## config.mk

```make
export PLATFORM = sky130hd
export DESIGN_NAME = pipe_skid_reg
export DESIGN_NICKNAME = d
export VERILOG_FILES = /design/src/rtl/pipe_skid_reg.sv
export SDC_FILE = /design/constraint.sdc
export NUM_CORES = 1
export LEC_CHECK = 0
export ABC_AREA = 0
export BUFFER_PORTS_ARGS = -buffer_cell sky130_fd_sc_hd__buf_2
export CAP_MARGIN = 20
export CELL_PAD_IN_SITES_DETAIL_PLACEMENT = 0
export CELL_PAD_IN_SITES_GLOBAL_PLACEMENT = 1
export CORE_MARGIN = 2
export CORE_UTILIZATION = 42
export DETAILED_ROUTE_END_ITERATION = 12
export GPL_TIMING_DRIVEN = 1
export HOLD_SLACK_MARGIN = 0.05
export MAX_ROUTING_LAYER = met4
export PLACE_DENSITY_LB_ADDON = 0.1
export SLEW_MARGIN = 20
export SYNTH_ARGS = -nofsm -noshare
export SYNTH_HDL_FRONTEND = slang
export SYNTH_SLANG_ARGS = --single-unit
```

## constraint.sdc

```tcl
create_clock -name clk -period 2.9 [get_ports clk]
set_input_delay 0.725 -clock clk [delete_from_list [all_inputs] [get_ports clk]]
set_output_delay 0.725 -clock clk [all_outputs]
set_load 0.02 [all_outputs]
```

## src/rtl/pipe_skid_reg.sv

```systemverilog
// Pipeline stage register with an optional 2-entry skid buffer, flush with a
// saturating drop counter, and zeroed control bits in every bubble.
module pipe_skid_reg #(
  parameter int DATA_W = 64,
  parameter int CTRL_W = 16,
  parameter int SKID   = 1,
  parameter int CNT_W  = 8
) (
  input  logic              clk,
  input  logic              rstn,
  input  logic              flush,
  input  logic              in_valid,
  output logic              in_ready,
  input  logic [DATA_W-1:0] in_data,
  input  logic [CTRL_W-1:0] in_ctrl,
  output logic              out_valid,
  input  logic              out_ready,
  output logic [DATA_W-1:0] out_data,
  output logic [CTRL_W-1:0] out_ctrl,
  output logic [CNT_W-1:0]  drop_cnt
);

  typedef enum logic [1:0] {
    EMPTY = 2'd0,
    ONE   = 2'd1,
    FULL  = 2'd2
  } state_t;

  state_t            state;
  logic              alive;
  logic [DATA_W-1:0] skid_data;
  logic [CTRL_W-1:0] skid_ctrl;
  logic              accept;
  logic              retire;
  logic [1:0]        n_drop;
  logic [CNT_W:0]    cnt_sum;
  logic [CNT_W-1:0]  drop_next;

  // alive is low during reset, so in_ready stays registered-state driven.
  assign in_ready = alive & ~flush &
                    ((SKID != 0) ? (state != FULL) : (~out_valid | out_ready));
  assign accept   = in_valid & in_ready;
  assign retire   = out_valid & out_ready;

  // Entries lost to a flush: the head unless it retires this cycle, plus the skid.
  always_comb begin
    n_drop    = {1'b0, out_valid & ~out_ready} + {1'b0, state == FULL};
    cnt_sum   = {1'b0, drop_cnt} + (CNT_W+1)'(n_drop);
    if (cnt_sum[CNT_W]) begin
      drop_next = {CNT_W{1'b1}};
    end else begin
      drop_next = cnt_sum[CNT_W-1:0];
    end
  end

  always_ff @(posedge clk) begin
    if (!rstn) begin
      state     <= EMPTY;
      alive     <= 1'b0;
      out_valid <= 1'b0;
      out_data  <= {DATA_W{1'b0}};
      out_ctrl  <= {CTRL_W{1'b0}};
      skid_data <= {DATA_W{1'b0}};
      skid_ctrl <= {CTRL_W{1'b0}};
      drop_cnt  <= {CNT_W{1'b0}};
    end else begin
      alive <= 1'b1;
      if (flush) begin
        state     <= EMPTY;
        out_valid <= 1'b0;
        out_data  <= {DATA_W{1'b0}};
        out_ctrl  <= {CTRL_W{1'b0}};
        skid_data <= {DATA_W{1'b0}};
        skid_ctrl <= {CTRL_W{1'b0}};
        drop_cnt  <= drop_next;
      end else begin
        case (state)
          EMPTY: begin
            if (accept) begin
              state     <= ONE;
              out_valid <= 1'b1;
              out_data  <= in_data;
              out_ctrl  <= in_ctrl;
            end
          end
          ONE: begin
            if (accept && retire) begin
              out_data <= in_data;
              out_ctrl <= in_ctrl;
            end else if (accept) begin
              // Only reachable with a skid entry: the head is stalled.
              state     <= FULL;
              skid_data <= in_data;
              skid_ctrl <= in_ctrl;
            end else if (retire) begin
              state     <= EMPTY;
              out_valid <= 1'b0;
              out_data  <= {DATA_W{1'b0}};
              out_ctrl  <= {CTRL_W{1'b0}};
            end
          end
          FULL: begin
            if (retire) begin
              state     <= ONE;
              out_data  <= skid_data;
              out_ctrl  <= skid_ctrl;
              skid_data <= {DATA_W{1'b0}};
              skid_ctrl <= {CTRL_W{1'b0}};
            end
          end
          default: begin
            state     <= EMPTY;
            out_valid <= 1'b0;
            out_data  <= {DATA_W{1'b0}};
            out_ctrl  <= {CTRL_W{1'b0}};
          end
        endcase
      end
    end
  end

endmodule

```

==> flow_metrics.py, run 1 <==
metrics = {
    "worst_setup_path": {
        "r2r_start": "state[0]",
        "cp_top_family": "simple AND/OR/NAND/NOR gates",
        "rrSetupSlack_ns": 0.49,
        "arrival_ns": 2.75,
        "worst-endpoint-required_ns": 3.24,
        "crit_cells": 8,
        "setup.worst_path.start": "state[0]",
        "reg2reg_depth": 8,
        "crit_fanout": 28,
        "end_kind": "flip-flop",
        "r2r_end": "drop_cnt[3]",
        "crit_path_start_kind": "flip-flop",
        "cp-endpoint": "drop_cnt[3]",
        "worstSetupPathType": "flip-flop to flip-flop",
        "worst_path_max_delay_cell": "dfxtp_4",
        "max_stage_delay_ns": 0.44,
        "cp_cell_sequence": "nand2b_1 -> fa_1 -> inv_1 -> ha_1 -> and3_1 -> nand3_1 -> or2_2 -> a21boi_0",
        "path_buf_inv": 1,
    },
    "die": {
        "start_util_pct": 43.1,
        "die_h_um": 135,
        "fp-row-count": 47,
        "ioPinCount": 175,
        "die_x_um": 135,
        "dieArea_sq_um": 18200,
        "core-area_sq_um": 16700,
    },
    "clock_tree": {
        "cts_made_buffers": 17,
        "htreeDepth": 4,
        "cts_tree": "yes",
        "worstSkewPairLatency_ns": 0.42,
        "cts_buffer_depth": 2,
        "clkTransAtPathRegs_ns": 0.06,
        "root_buffer": "clkbuf_16",
        "ctsResizeCount": 0,
        "cts-hold-fix-buffers": 0,
        "postCtsSetupRepairBufs": 0,
        "cts.sinks": 172,
    },
    "worst_hold_path": {
        "hold_start": "skid_data[48]",
        "worstHoldPathType": "flip-flop to flip-flop",
    },
    "timing": {
        "tightestPinTransition_ns": 0.939,
        "period_needed_ns": 2.41,
        "rsz0062_at_grt": "no",
        "finClkSkew_ns": 0.00956,
        "setup_viol_count_final": 0,
        "fin_crit_sh_pct": 83.2,
        "max_freq_mhz": 414,
        "finalSetupTns_ns": 0,
        "finalHoldViolCount": 0,
        "relSlewSlack_pct": 37.4,
        "drv_slew": 0,
    },
    "synth": {
        "syn_inst": 620,
        "yosys.area_share.adder_pct": 0.452,
        "synth_warnings": 0,
        "post_synth.cell_area_avg_sq_um": 11.6,
        "synth_ff_type": "dfxtp_1",
        "synth_edf_count": 0,
        "synth_mux_area_share_pct": 11.4,
        "ys_async_sr_fraction_pct": 0,
        "synth_cell_types": 45,
        "synthSimpleGateAreaFrac_pct": 3.27,
        "synth-xor-area-share_pct": 0.243,
        "synth_top_family_by_area": "compound AO/OA/AOI/OAI gates",
        "ys_seq_area_share_pct": 47.8,
        "ys_seq_elements": 172,
        "synth_nets": 707,
        "netlist_area_sq_um": 7200,
        "synth_compound_area_share_pct": 31.8,
    },
    "global_route": {
        "overflow": 0,
        "gr-usage-all-layers_pct": 20.9,
        "grt_start_max_net_pins": 61,
        "grt_pass1_wl_mm": 29.3,
        "first_global_vias": 5613,
        "antenna_found_initial": 2,
    },
    "final_layout": {
        "area_growth_pct": 22.4,
        "fin_nets": 852,
        "drive_above_1_share_pct": 32.6,
        "final_area_sq_um": 8820,
    },
    "route": {
        "route.detailed.drc": 0,
        "vias": 5732,
        "postRouteAntennaNets": 0,
        "vias_per_cell": 5.73,
        "routed_wire_length_per_instance_um": 18.9,
        "dr.pass1.iters": 4,
        "drt_wl_total_mm": 18.9,
        "first_iter_violations": 233,
    },
    "placement": {
        "portBuffers": 174,
        "gp_congestion": 0.785,
        "dp_hpwl_mm": 11.6,
        "postPlaceCellArea_sq_um": 8210,
    },
    "run_status": {
        "outcome": "completed",
    },
    "power_and_ir_drop": {
        "p_leak_nw": 3.58,
        "ir_worst_vdd_uv": 399,
        "power_density_nw_per_um2": 574,
    },
    "run": {
        "cap_violations": 0,
    },
}
## worst reg2reg max path: cells and delay by family, from the launching register on
kind | cells | cell delay, ns
buffers and inverters | 1 | 0.07
DFF | 1 | 0.44
adders and majority gates | 2 | 0.58
and+or+nand+nor | 4 | 1.07
AOI/OAI and AO/OA | 1 | 0.17
## cells in the final DEF, fill, tap and decap left out, types with 3 or more instances in the layout
master,synthesis,final
dfxtp_1,172,170
a22o_1,134,134
nand2_1,7,7
buf_4,0,9
a21boi_0,6,6
bufinv_16,0,3
o2bb2ai_1,80,80
buf_12,0,6
clkbuf_1,17,6
buf_2,35,174
a22o_2,26,26
mux2i_1,82,82
nand3_1,4,4
clkbuf_16,0,18
nor2_1,7,6
## how the worst min path moves through the flow
stage / slack [ns] / depth (start not counted) / end
finish: 0.47 / 1 / skid_data[48]
CTS: 0.48 / 1 / skid_data[47]
floorplan: 0.44 / 1 / skid_ctrl[0]
detailed placement: 0.45 / 1 / skid_data[44]
global placement: 0.45 / 1 / skid_data[13]
global route: 0.49 / 1 / skid_data[15]
## final cells by class
cell class / instances / area (sq um)
clock inverters: 8 / 131
repair buffers: 189 / 1060
well taps: 220 / 275
flip-flops and latches: 172 / 3450
diodes: 2 / 5.00
multi-input cells: 383 / 3420
fillers: 1480 / 7880
clock buffers: 24 / 473
inverters: 2 / 7.51
## registers in the layout, summed over array words and instances (netlist names)
signal     flops
skid_ctrl     16
out_ctrl      16
out_data      64
skid_data     64
drop_cnt       8
state          2
out_valid      1
alive          1
## cell usage after synthesis (2+ instances only)
master	number	share of area [%]
a22o_2	26	3.6
inv_1	2	0.10
a21boi_0	6	0.63
clkbuf_1	17	0.89
mux2i_1	82	11
buf_2	35	2.4
o2bb2ai_1	80	9.7
a21oi_1	2	0.14
a22o_1	134	16
or2_2	2	0.17
nand2_1	7	0.36
nor3_1	2	0.14
nor2_1	7	0.36
buf_6	10	1.6
nand2b_1	2	0.17
a21o_1	2	0.21
dfxtp_1	172	48
and3_1	2	0.17
nand3_1	4	0.28
## routing by layer
layer | wire [um] | share of wire (%) | GRT usage (%)
met1 | 8830 | 47 | 25.6
met2 | 8850 | 47 | 33.8
met3 | 1070 | 5.6 | 5.93
met4 | 191 | 1.0 | 5.67
met5 | 0 | 0 | -
## cell families after synthesis
group / Yosys count
buffers and inverters: 65
adders and majority gates: 2
muxes: 82
xor gates and xnor gates: 2
AOI/OAI and AO/OA: 259
DFF: 172
and+or+nand+nor: 38
## stage by stage
step                power, mW  worst slack [ns]  cells  util, %  hold slack [ns]
floorplan                2.63             0.559    620        -            0.442
global placement         2.76             0.297    966     49.1            0.455
detailed placement       2.77             0.195    966     49.1            0.454
CTS                      5.12             0.458    998     52.8            0.477
global route             5.25             0.245   1000     52.8            0.487
finish                   5.06             0.487   1000     52.8            0.472
## where the power goes
part	switching (mW)	internal, mW	leakage (nW)
clock	0.930	1.41	0.284
sequential	0.0149	2.38	1.39
combinational	0.189	0.134	1.91
Power figures use the tool's default switching activity.
==> inputs of run 2 (changes only) <==
==> constraint.sdc (replaced) <==
create_clock -name clk -period 2.5 [get_ports clk]
set_input_delay 0.625 -clock clk [delete_from_list [all_inputs] [get_ports clk]]
set_output_delay 0.625 -clock clk [all_outputs]
set_load 0.02 [all_outputs]
==> flow_metrics.py, run 2 (synthesized netlist as in run 1, its figures left out) <==
metrics = {
    "timing": {
        "finClkSkew_ns": 0.0175,
        "fin_crit_sh_pct": 90.4,
        "tightestPinTransition_ns": 1.07,
        "period_needed_ns": 2.26,
        "relSlewSlack_pct": 28.5,
        "setup_viol_count_final": 0,
        "setup_ws_ns": 0.240,
        "max_freq_mhz": 442,
        "rsz0062_at_grt": "no",
        "drv_slew": 0,
        "finalHoldViolCount": 0,
    },
    "die": {
        "die_h_um": 135,
        "die_x_um": 135,
        "ioPinCount": 175,
        "fp-row-count": 47,
        "dieArea_sq_um": 18200,
        "start_util_pct": 43.1,
        "core-area_sq_um": 16700,
    },
    "clock_tree": {
        "worstSkewPairLatency_ns": 0.43,
        "cts-hold-fix-buffers": 0,
        "clkTransAtPathRegs_ns": 0.07,
        "root_buffer": "clkbuf_16",
        "cts_made_buffers": 17,
        "ctsResizeCount": 0,
        "htreeDepth": 4,
        "postCtsSetupRepairBufs": 0,
        "cts_tree": "yes",
        "cts_buffer_depth": 2,
        "cts.sinks": 172,
    },
    "global_route": {
        "first_global_vias": 5616,
        "antenna_found_initial": 2,
        "grt_start_max_net_pins": 82,
        "grt_pass1_wl_mm": 29.4,
        "gr-usage-all-layers_pct": 20.9,
        "overflow": 0,
    },
    "route": {
        "drt_wl_total_mm": 18.7,
        "routed_wire_length_per_instance_um": 18.7,
        "dr.pass1.iters": 4,
        "vias": 5698,
        "route.detailed.drc": 0,
        "postRouteAntennaNets": 0,
        "first_iter_violations": 264,
        "vias_per_cell": 5.69,
    },
    "worst_setup_path": {
        "cp-endpoint": "out_data[7]",
        "worst-endpoint-required_ns": 2.86,
        "cp_top_family": "simple AND/OR/NAND/NOR gates",
        "crit_fanout": 44,
        "worst_path_max_delay_cell": "nor2_4",
        "cp_cell_sequence": "nand3b_1 -> nor2_4 -> buf_12 -> o2bb2ai_1 -> a22o_1",
        "worstSetupPathType": "flip-flop to flip-flop",
        "crit_cells": 5,
        "reg2reg_depth": 5,
        "end_kind": "flip-flop",
        "setup.worst_path.start": "out_valid",
        "path_buf_inv": 1,
        "arrival_ns": 2.62,
        "max_stage_delay_ns": 0.84,
        "rrSetupSlack_ns": 0.24,
        "crit_path_start_kind": "flip-flop",
        "r2r_end": "out_data[7]",
        "r2r_start": "out_valid",
    },
    "final_layout": {
        "fin_cells": 1001,
        "mostFrequentLayoutCell": "buf_2",
        "final_util_pct": 53.3,
        "drive_above_1_share_pct": 33.5,
        "top_regs": "out_data (64), skid_data (64)",
        "fin_nets": 853,
        "layout_common_cells": "174 x buf_2, 170 x dfxtp_1, 134 x a22o_1, 82 x mux2i_1, 80 x o2bb2ai_1",
        "area_growth_pct": 23.5,
    },
    "worst_hold_path": {
        "worstHoldPathType": "input pin to flip-flop",
    },
    "run_status": {
        "outcome": "completed",
    },
    "placement": {
        "place_ws_ns": -0.0519,
        "dp_hpwl_mm": 11.1,
        "dp.cells": 967,
        "gp_congestion": 0.794,
        "portBuffers": 174,
    },
    "run": {
        "cap_violations": 0,
    },
    "power_and_ir_drop": {
        "ir_worst_vdd_uv": 457,
        "p_leak_nw": 3.61,
        "power_density_nw_per_um2": 670,
    },
}
[run 2: cell types whose count changed in the layout (fill, tap and decap cells not counted), sizes merged]
| cell | change |
|---|---|
| buf | +1 |
| clkbuf | -6 |
| inv | +4 |
| clkinv | +2 |
[run 2: metrics by stage]
step                instance area [sq um]  TNS [ns]  hold WS (ns)  total power, mW
global placement                     8270         0         0.455             3.21
floorplan                            7200         0         0.442             3.05
CTS                                  8890         0         0.423             6.03
detailed placement                   8270    -0.152         0.455             3.22
global route                         8890         0         0.437             6.17
finish                               8890         0         0.436             5.96
[run 2: how the worst min path moves through the flow]
stage | from | end | depth (start not counted)
after global routing | in_data[14] | skid_data[14] | 2
after detailed placement | skid_data[15] | skid_data[15] | 1
final | rstn | alive | 1
after CTS | rstn | alive | 1
after floorplan | skid_ctrl[0] | skid_ctrl[0] | 1
after global placement | skid_data[48] | skid_data[48] | 1
[run 2: final cells by class]
cell class / count / area [sq um]
fillers: 1539 / 7810
flip-flops and latches: 172 / 3450
multi-input cells: 383 / 3420
repair buffers: 190 / 1120
clock buffers: 18 / 439
well taps: 220 / 275
clock inverters: 14 / 185
inverters: 2 / 7.51
diodes: 2 / 5.00
[run 2: where the power goes]
group / total, mW / switching (mW) / internal, mW
logic: 0.383 / 0.223 / 0.160
registers: 2.77 / 0.0137 / 2.76
clock network: 2.80 / 1.18 / 1.63
total: 5.96 / 1.41 / 4.55
[run 2: worst register-to-register path, cell delays in order, from the launching register on]
cell,delay (ns)
dfxtp_1,0.49
nand3b_1,0.20
nor2_4,0.84
buf_12,0.35
o2bb2ai_1,0.16
a22o_1,0.15
[run 2: metal layers]
layer	GRT usage, %	wire length, um	up-vias
met5	-	0	-
met4	6.94	178	0
met3	4.39	856	12
met2	33.1	8880	133
met1	26.7	8830	2814
li1	-	-	2739
